<file path="config.mk">
export PLATFORM = sky130hd
export DESIGN_NAME = mem_bus_if
export DESIGN_NICKNAME = d
export VERILOG_FILES = /design/src/rtl/mem_bus_if.sv
export SDC_FILE = /design/constraint.sdc
export NUM_CORES = 1
export LEC_CHECK = 0
export BUFFER_PORTS_ARGS = -buffer_cell sky130_fd_sc_hd__clkbuf_2
export CAP_MARGIN = 20
export CELL_PAD_IN_SITES_DETAIL_PLACEMENT = 1
export CELL_PAD_IN_SITES_GLOBAL_PLACEMENT = 1
export CORE_UTILIZATION = 30
export CTS_BUF_LIST = sky130_fd_sc_hd__clkbuf_8 sky130_fd_sc_hd__clkbuf_16
export CTS_CLUSTER_DIAMETER = 60
export DETAILED_ROUTE_END_ITERATION = 12
export GPL_ROUTABILITY_DRIVEN = 0
export GPL_TIMING_DRIVEN = 0
export PLACE_DENSITY_LB_ADDON = 0.1
export SYNTH_ARGS = -nofsm -noshare
export SYNTH_HDL_FRONTEND = slang
export SYNTH_SLANG_ARGS = --single-unit
</file>
<file path="constraint.sdc">
create_clock -name clk -period 1.4 [get_ports clk]
set_input_delay 0.14 -clock clk [delete_from_list [all_inputs] [get_ports clk]]
set_output_delay 0.14 -clock clk [all_outputs]
set_load 0.005 [all_outputs]
</file>
<file path="src/rtl/mem_bus_if.sv">
// mem_bus_if: turns multicycle-controller memory strobes into a held
// request/acknowledge transaction and captures read data into the
// instruction or data register, stalling the controller meanwhile.
// Optional build macro: MEM_BUS_IF_TIMEOUT_EN adds a BUSY wait counter that
// abandons a transaction after TIMEOUT_CYCLES and raises a sticky err.
module mem_bus_if #(
    parameter int unsigned ADDR_W         = 32,
    parameter int unsigned DATA_W         = 32,
    parameter int unsigned TIMEOUT_CYCLES = 255
) (
    input  logic              clk,
    input  logic              reset,
    input  logic [ADDR_W-1:0] adr,
    input  logic [DATA_W-1:0] writedata,
    input  logic              memread,
    input  logic              memwrite,
    input  logic              irwrite,
    output logic              stall,
    output logic [DATA_W-1:0] instr,
    output logic [DATA_W-1:0] data,
    output logic              mem_req,
    output logic              mem_we,
    output logic [ADDR_W-1:0] mem_addr,
    output logic [DATA_W-1:0] mem_wdata,
    input  logic              mem_ack,
    input  logic [DATA_W-1:0] mem_rdata,
    output logic              err
);

    typedef enum logic [1:0] {
        IDLE = 2'd0,
        BUSY = 2'd1,
        DONE = 2'd2
    } state_t;

    state_t            state, state_d;
    logic              req_d, we_d, cap_ir, cap_ir_d;
    logic [ADDR_W-1:0] addr_d;
    logic [DATA_W-1:0] wdata_d, instr_d, data_d;
    logic              timeout_c;

    // A zero timeout would abandon every transaction before it could complete
    if (TIMEOUT_CYCLES == 0) begin : g_bad_timeout
        $error("mem_bus_if: TIMEOUT_CYCLES must be non-zero");
    end

`ifdef MEM_BUS_IF_TIMEOUT_EN
    localparam int unsigned CNT_W = ($clog2(TIMEOUT_CYCLES + 1) > 8) ?
                                    $clog2(TIMEOUT_CYCLES + 1) : 8;
    logic [CNT_W-1:0] cnt;

    // Wait counter: counts BUSY cycles, cleared everywhere else
    always_ff @(posedge clk or negedge reset) begin
        if (!reset)              cnt <= '0;
        else if (state == BUSY)  cnt <= cnt + CNT_W'(1);
        else                     cnt <= '0;
    end

    assign timeout_c = (cnt == CNT_W'(TIMEOUT_CYCLES - 1));

    // Sticky error: set when BUSY gives up without an ack
    always_ff @(posedge clk or negedge reset) begin
        if (!reset)                                    err <= 1'b0;
        else if ((state == BUSY) && !mem_ack && timeout_c) err <= 1'b1;
    end
`else
    assign timeout_c = 1'b0;
    assign err       = 1'b0;
`endif

    // Controller freeze: request being accepted, or transaction outstanding
    assign stall = ((state == IDLE) && (memread || memwrite)) || (state == BUSY);

    // State and registered outputs
    always_ff @(posedge clk or negedge reset) begin
        if (!reset) begin
            state     <= IDLE;
            mem_req   <= 1'b0;
            mem_we    <= 1'b0;
            mem_addr  <= '0;
            mem_wdata <= '0;
            cap_ir    <= 1'b0;
            instr     <= '0;
            data      <= '0;
        end else begin
            state     <= state_d;
            mem_req   <= req_d;
            mem_we    <= we_d;
            mem_addr  <= addr_d;
            mem_wdata <= wdata_d;
            cap_ir    <= cap_ir_d;
            instr     <= instr_d;
            data      <= data_d;
        end
    end

    // Next state and next register values
    always_comb begin
        state_d  = state;
        req_d    = mem_req;
        we_d     = mem_we;
        addr_d   = mem_addr;
        wdata_d  = mem_wdata;
        cap_ir_d = cap_ir;
        instr_d  = instr;
        data_d   = data;
        unique case (state)
            IDLE: begin
                if (memread || memwrite) begin
                    state_d  = BUSY;
                    req_d    = 1'b1;
                    we_d     = memwrite;
                    addr_d   = adr;
                    wdata_d  = writedata;
                    cap_ir_d = irwrite && !memwrite;
                end
            end
            BUSY: begin
                if (mem_ack) begin
                    state_d = DONE;
                    req_d   = 1'b0;
                    if (!mem_we) begin
                        if (cap_ir) instr_d = mem_rdata;
                        else        data_d  = mem_rdata;
                    end
                end else if (timeout_c) begin
                    state_d = DONE;
                    req_d   = 1'b0;
                end
            end
            DONE: begin
                // Controller is still in the requesting state; ignore strobes
                state_d = IDLE;
            end
            default: begin
                state_d = IDLE;
                req_d   = 1'b0;
            end
        endcase
    end

endmodule

</file>
==> results of run 1 <==
[final timing paths]
check	startpoint	to	slack [ps]	cells after the start
worst max-delay path	state[1]	data[16]	-210	5
worst min-delay path	memread	mem_req	40	3
worst max register to register	state[1]	data[16]	-210	5
worst min register to register	mem_req	mem_req	490	2
max in group asynchronous	reset	instr[22]	390	3
min in group asynchronous	reset	data[6]	280	2
[flip-flops by register name (all words and copies together) (netlist names)]
signal	cells
data	32
instr	32
mem_addr	32
mem_wdata	32
state	2
cap_ir	1
mem_req	1
mem_we	1
[worst min-delay path, cell delays in order]
cell and delay [ps]:
sky130_fd_sc_hd__clkbuf_2 120, sky130_fd_sc_hd__o21ai_2 100, sky130_fd_sc_hd__nand2_1 60
[kinds of logic (layout without fill, tap and decap cells)]
kind of cell,count (synthesis),in the layout,synth area share [%]
DFF,133,133,65.6
other,1,1,0.0740
muxes,128,128,29.2
and+or+nand+nor,11,11,1.28
buffers and inverters,16,403,3.04
AOI/OAI and AO/OA,6,6,0.790
[cell type report]
class	instances	area (um^2)	area share [%]
sequential	133	3330	37.4
timing repair buffer	355	2530	28.5
multi-input combinational	146	1930	21.7
clock buffer	20	467	5.24
tap	220	275	3.09
buffer	15	254	2.85
clock inverter	12	113	1.26
inverter	1	3.75	0.0421
[metrics by stage]
step / cell area (um^2) / hold slack [ps] / util, %
floorplan: 5160 / -156 / -
global placement: 6590 / 372 / 39.9
detailed placement: 6630 / 165 / 40.1
CTS: 8310 / 29.6 / 50.3
global route: 8910 / 46.2 / 53.9
finish: 8910 / 43.0 / 53.9
[layout by cell type, fill, tap and decap left out, drive strengths merged]
cell type | netlist | routed
clkbuf | 0 | 259
mux2 | 128 | 128
dlygate4sd3 | 0 | 101
buf | 15 | 30
nor2 | 2 | 2
o21a | 1 | 1
inv | 1 | 4
clkinvlp | 0 | 1
o21ai | 3 | 3
bufinv | 0 | 2
o2bb2ai | 1 | 1
dfrtp | 133 | 133
nand2 | 5 | 5
nor2b | 1 | 1
clkinv | 0 | 6
and4bb | 1 | 1
a22o | 1 | 1
conb | 1 | 1
nand2b | 2 | 2
[what timing repair did]
| item | CTS | global route |
|---|---|---|
| endpoints found under the hold margin | 195 | 0 |
| pin swaps | 1 | 0 |
| buffers inserted | 5 | 7 |
| gates resized for setup | 16 | 90 |
| hold buffers | 101 | 0 |
| cloned | 0 | 9 |
| endpoints found under the setup margin | 127 | 129 |
[routing by layer]
metal | routed length [um] | vias up
li1 | - | 1785
met3 | 880 | 12
met2 | 7620 | 128
met4 | 193 | 0
met5 | 0 | -
met1 | 6260 | 1958
[power by group through the flow]
| stage | registers (W) | logic [W] | clock network (W) |
|---|---|---|---|
| after floorplan | 0.00692 | 0.00311 | 0 |
| after global placement | 0.00675 | 0.00597 | 0 |
| after detailed placement | 0.00685 | 0.00609 | 0 |
| after CTS | 0.00683 | 0.00648 | 0.00448 |
| after global routing | 0.00716 | 0.00879 | 0.00467 |
| final | 0.00689 | 0.00817 | 0.00434 |
==> summary.md, run 1 <==
| Metric | Value |
|---|---|
| Status | `finished, violations left` |
| Violations in the final reports | `negative setup slack` |
| Crit. End Element | `flip-flop` |
| Internal cell power | `~0.014 W` |
| H-tree levels | `4` |
| Maximum Capacitance Violations | `0` |
| Category of cells accounting for the largest share of critical-path delay | `simple AND/OR/NAND/NOR gates` |
| Horizontal die dimension | `132 um` |
| Fillcell total | `1,661` |
| Minimum period implied by the final worst setup slack | `1610 ps` |
| FP Rows | `47` |
| Syn Nets | `397` |
| Core footprint | `16,500 um^2` |
| Global-route usage over all layers | `17.1%` |
| Total DRC errors in the routed layout | `0` |
| Power per unit of standard cell area | `2180 nW/um^2` |
| Mean post-synth cell area | `17.2 um^2` |
| Die Outline Area | `between 15,000 and 20,000 um^2` |
| Clock buffers created by TritonCTS | `17` |
| Setup total negative slack | `-15,520 ps` |
| Part of the total power dissipated in the clock network | `between 20 and 25%` |
| Net switching component of the power | `0.00555 W` |
| Mapped Area | `5070 um^2` |
| Most numerous cell in the Yosys netlist | `sky130_fd_sc_hd__dfrtp_1` |
| Proportion of synthesized chip area in sequential cells | `approximately 66%` |
| Classification of the worst setup path | `flip-flop to flip-flop` |
| Number of top-level design ports | `~230` |
| Average routed wire per standard cell | `16.6 um` |
| Die H | `132 um` |
| Global routing met1 resource utilization | `19.8%` |
| Comb power frac | `42.1%` |
| Final hold viol count | `0` |
| Number of buffer and inverter instances along the worst setup path | `2` |
| Share of the cycle needed by the critical path after routing | `115%` |
| Fraction of registers with async set/reset | `100%` |
| I/O Buffers | `232` |
| Root buffer cell | `sky130_fd_sc_hd__clkbuf_16` |
| Proportion of total power due to net switching | `28.6%` |
| Clock sinks | `133` |
| Gate count after technology mapping | `295` |
| Final Setup Violations | `129` |
| Max IR drop VDD | `1.01 mV` |
| Area share of the largest cell type after synthesis | `65.6%` |
| Main area contributors after synthesis | `sky130_fd_sc_hd__dfrtp_1, sky130_fd_sc_hd__mux2_2, sky130_fd_sc_hd__mux2_4` |
| Normalized max-slew margin | `a little under two thirds` |
| Met3 capacity usage during global routing | `5.84%` |
| Maximum number of pins on one net before global-route repair | `71` |
| Syn-to-layout area delta | `75.7%` |
| Number of global-route vias before repair | `4,359` |
| Met2 Resource Use GR | `approximately 29%` |
| HPWL Detailed | `9.17 mm` |
| Post-synthesis sequential element count | `133` |
| CTS tree | `done` |
| Largest incremental delay on the critical path | `between 400 and 500 ps` |
| First drt pass iteration count | `3` |
| Number of distinct library cells after synthesis | `16` |
| Critical-path top delay cell | `sky130_fd_sc_hd__dfrtp_1` |
| Count of nets after finishing | `771` |
| Cell type with the highest aggregate area in the netlist | `sky130_fd_sc_hd__dfrtp_1` |
| Global route total overflow | `0` |
| DR vias/cell | `4.30` |
| Count of synthesis-stage warnings from yosys | `0` |
| Global-route wire length before repair | `23.0 mm` |
| Antenna violation net count after detailed routing | `0` |
| Arrival time at the worst endpoint | `1890 ps` |
| Final worst slack | `-205 ps` |
| Clock slew seen by the registers of the worst setup and hold paths | `~60 ps` |
| Initial DRC Count | `just over 100` |
| N_diodes | `0` |
| Non-filler cells in the finished layout | `roughly 900` |
| Worst-Skew Late Latency | `410 ps` |
| Path type of the worst min-delay path | `input pin to flip-flop` |
| Post-Route Skew | `5.66 ps` |
| Highest-utilization routing layer at the global route stage | `met2` |
| CTS max path bufs | `2` |
| Least-Margin Pin Slew | `548 ps` |
| Part of the total power dissipated in sequential elements | `35.5%` |
| Post-place setup slack | `-246 ps` |
| Post-Place Cells | `748` |
| Initial antenna violation count | `0` |
| Number of pins with negative max-slew slack in the final report | `0` |
| Critical-path cell list | `and4bb_2, nor2b_4, buf_6, buf_12, mux2_4` |
| Effective utilization at floorplan | `30.7%` |
| Worst Setup Start Kind | `flip-flop` |
| Fmax | `around 0.62 GHz` |
| Total wire length | `about 15 mm` |
| Total chip power | `0.0194 W` |
| Most used DFF post-synth | `sky130_fd_sc_hd__dfrtp_1` |
| Overall via count from detail_route | `approximately 3,900` |
| Setup repair after global routing missed its margin | `true` |
| Most instantiated cells after synthesis | `sky130_fd_sc_hd__dfrtp_1, sky130_fd_sc_hd__mux2_2, sky130_fd_sc_hd__buf_6, sky130_fd_sc_hd__mux2_4` |
| Static Leakage | `4.56 nW` |
| CP Data Required Time | `1690 ps` |
| Maximum fanout along the worst path | `10` |
| Layout cell share with drive strength beyond 1 | `a little under two thirds` |
| Count of flip-flops with a built-in enable after synthesis | `0` |
Note: power is estimated with default switching activity, not from simulation.
==> run 2: changes to the inputs <==
- BUFFER_PORTS_ARGS: -buffer_cell sky130_fd_sc_hd__clkbuf_2 -> default
- DONT_BUFFER_PORTS: default -> 1
- PLACE_DENSITY: default -> 0.55
- PLACE_DENSITY_LB_ADDON: 0.1 -> default
==> run 2 against run 1 <==
The run ends with negative hold slack, negative setup slack left. Global-route usage fell by 0.22 points. Core utilization fell by 7.4 points. Non-clock buffer count fell by 235. Critical path depth did not move. Count of clock-buffer cells in the layout did not move. Setup slack got worse by 38 ps. Clock power rose by 5%. Fmax fell by 2.3%. Power fell by 8.9%. Largest cell class unchanged. Highest routed layer unchanged.
==> summary.md, run 2 (synthesis results as in run 1) <==
| Metric | Value |
|---|---|
| Clock slew seen by the registers of the worst setup and hold paths | `60 ps (about the same)` |
| Antenna violation net count after detailed routing | `0 (unchanged)` |
| Category of cells accounting for the largest share of critical-path delay | `simple AND/OR/NAND/NOR gates` |
| Global route total overflow | `0 (unchanged)` |
| Power per unit of standard cell area | `2300 nW/um^2 (+5.6%)` |
| H-tree levels | `4 (unchanged)` |
| Static Leakage | `3.55 nW (-22%)` |
| Worst Setup Start Kind | `flip-flop` |
| Critical-path cell list | `and4bb_2, nor2b_4, buf_8, clkbuf_16, mux2_4` |
| Leading cell types in the layout, fill and taps excluded | `sky130_fd_sc_hd__dfrtp_1, sky130_fd_sc_hd__dlygate4sd3_1, sky130_fd_sc_hd__mux2_4` |
| Count of nets after finishing | `536 (-30%)` |
| FP Rows | `47 (unchanged)` |
| Syn-to-layout area delta | `51.6%` |
| Arrival time at the worst endpoint | `1930 ps (+40 ps)` |
| CTS tree | `done` |
| Status | `finished, violations left` |
| Worst reg-to-reg setup slack | `-240 ps (-40 ps)` |
| First drt pass iteration count | `4 (+1)` |
| I/O Buffers | `0 (-100%)` |
| Max IR drop VDD | `0.950 mV (-6.3%)` |
| N_diodes | `0 (unchanged)` |
| Total DRC errors in the routed layout | `0 (unchanged)` |
| Violations in the final reports | `negative hold slack, negative setup slack` |
| Worst reg2reg path depth | `5 (unchanged)` |
| Setup repair after global routing missed its margin | `true` |
| Initial antenna violation count | `0 (unchanged)` |
| Core footprint | `16,500 um^2 (unchanged)` |
| Number of buffer and inverter instances along the worst setup path | `2 (unchanged)` |
| Final Setup Violations | `128 (-0.78%)` |
| Clock sinks | `133 (unchanged)` |
| Post-cts hold buffer count | `100 (-0.99%)` |
| Endpoint of the worst-slack reg-to-reg timing path | `data[24]` |
| Overall via count from detail_route | `3,078 (-21%)` |
| Layout cell share with drive strength beyond 1 | `44.5% (-19 points)` |
| Worst flop-to-flop path startpoint | `mem_we` |
| Worst-Skew Late Latency | `410 ps (about the same)` |
| Total chip power | `0.0177 W (-8.9%)` |
| Classification of the worst setup path | `flip-flop to flip-flop` |
| Number of top-level design ports | `234 (unchanged)` |
| Post-place setup slack | `-276 ps (-30.2 ps)` |
| Commonest non-fill, non-tap cell in the layout | `sky130_fd_sc_hd__dfrtp_1` |
| Total wire length | `14.0 mm (-6.7%)` |
| Minimum period implied by the final worst setup slack | `1640 ps (+38.0 ps)` |
| Post-layout instance area | `7680 um^2 (-14%)` |
| Initial DRC Count | `58 (-44%)` |
| Final hold viol count | `133 (+133)` |
| Global-route wire length before repair | `22.3 mm (-3.1%)` |
| CTS max path bufs | `2 (unchanged)` |
| Number of global-route vias before repair | `3,690 (-15%)` |
| Fmax | `0.608 GHz (-2.3%)` |
| Average routed wire per standard cell | `20.9 um (+26%)` |
| DR vias/cell | `4.61 (+7.2%)` |
| Maximum number of pins on one net before global-route repair | `134 (+89%)` |
| Effective utilization at floorplan | `30.7% (unchanged)` |
| Die Outline Area | `17,400 um^2 (unchanged)` |
| CP Data Required Time | `1690 ps (about the same)` |
| Die H | `132 um (unchanged)` |
| Crit. End Element | `flip-flop` |
| Hold Worst Slack | `-576 ps (-619 ps)` |
| Critical-path top delay cell | `sky130_fd_sc_hd__dfrtp_1` |
| Maximum Capacitance Violations | `0 (unchanged)` |
| Share of the cycle needed by the critical path after routing | `117% (+2.7 points)` |
| HPWL Detailed | `7.77 mm (-15%)` |
| Global-route usage over all layers | `16.9% (-0.22 points)` |
| Final worst slack | `-243 ps (-38.0 ps)` |
| Path type of the worst min-delay path | `input pin to async pin` |
| Largest incremental delay on the critical path | `420 ps (about the same)` |
| Post-detailed-placement cell area | `5430 um^2 (-18%)` |
| Clock buffers created by TritonCTS | `17 (unchanged)` |
| Root buffer cell | `sky130_fd_sc_hd__clkbuf_16` |
| Horizontal die dimension | `132 um (unchanged)` |
| Post-Route Skew | `8.37 ps (+2.71 ps)` |
| Number of pins with negative max-slew slack in the final report | `0 (unchanged)` |
| Maximum fanout along the worst path | `6 (-4)` |
[run 2: cell types whose count changed in the layout (fill, tap and decap cells not counted), sizes merged]
| cell | previous run | this run |
|---|---|---|
| dlygate4sd3 | 101 | 100 |
| clkbuf | 259 | 22 |
| clkinvlp | 1 | 2 |
| bufinv | 2 | 3 |
| buf | 30 | 33 |
| clkinv | 6 | 4 |
[run 2: power by group]
group,internal (W),switching (W),leakage (nW)
combinational,0.00393,0.00167,1.63
sequential,0.00580,0.00172,1.61
clock,0.00291,0.00163,0.305
[run 2: worst max path at each step]
stage,start,end,slack [ps],cells after the start
after floorplan,state[1],data[10],-70,5
after global placement,mem_we,data[24],-220,5
after detailed placement,state[0],mem_addr[17],-280,5
after CTS,state[1],data[29],-220,5
after global routing,mem_we,data[10],-300,5
final,mem_we,data[24],-240,5
[run 2: area by class of cell]
type                    count  area (um^2)
fillers                  1598         8840
flip-flops and latches    133         3330
multi-input cells         146         1940
repair buffers            121         1300
clock buffers              20          467
well taps                 220          275
plain buffers              14          238
clock inverters            12          136
inverters                   1         3.75
[run 2: timing repair]
action,4_1_cts,5_1_grt
hold endpoints to repair,266,133
resized for setup,100,18
gates cloned,8,2
setup endpoints to repair,127,128
pin swaps,1,4
buffers inserted,17,4
[run 2: metal layers]
layer / global-route usage, % / up-vias / share of wire (%)
met5: 0 / - / 0
met4: 6.85 / 0 / 1.8
met3: 6.57 / 13 / 8.7
met2: 27.3 / 152 / 51
met1: 20.0 / 1607 / 39
li1: - / 1306 / -
[run 2: metrics by stage]
| stage | setup TNS, ps | util, % | cells | hold WS (ps) |
|---|---|---|---|---|
| floorplan | -5510 | - | 295 | -156 |
| global placement | -22390 | 32.9 | 515 | -153 |
| detailed placement | -26940 | 32.9 | 515 | -153 |
| CTS | -19690 | 47.0 | 672 | -602 |
| global route | -24690 | 46.5 | 667 | -602 |
| finish | -18450 | 46.5 | 667 | -576 |
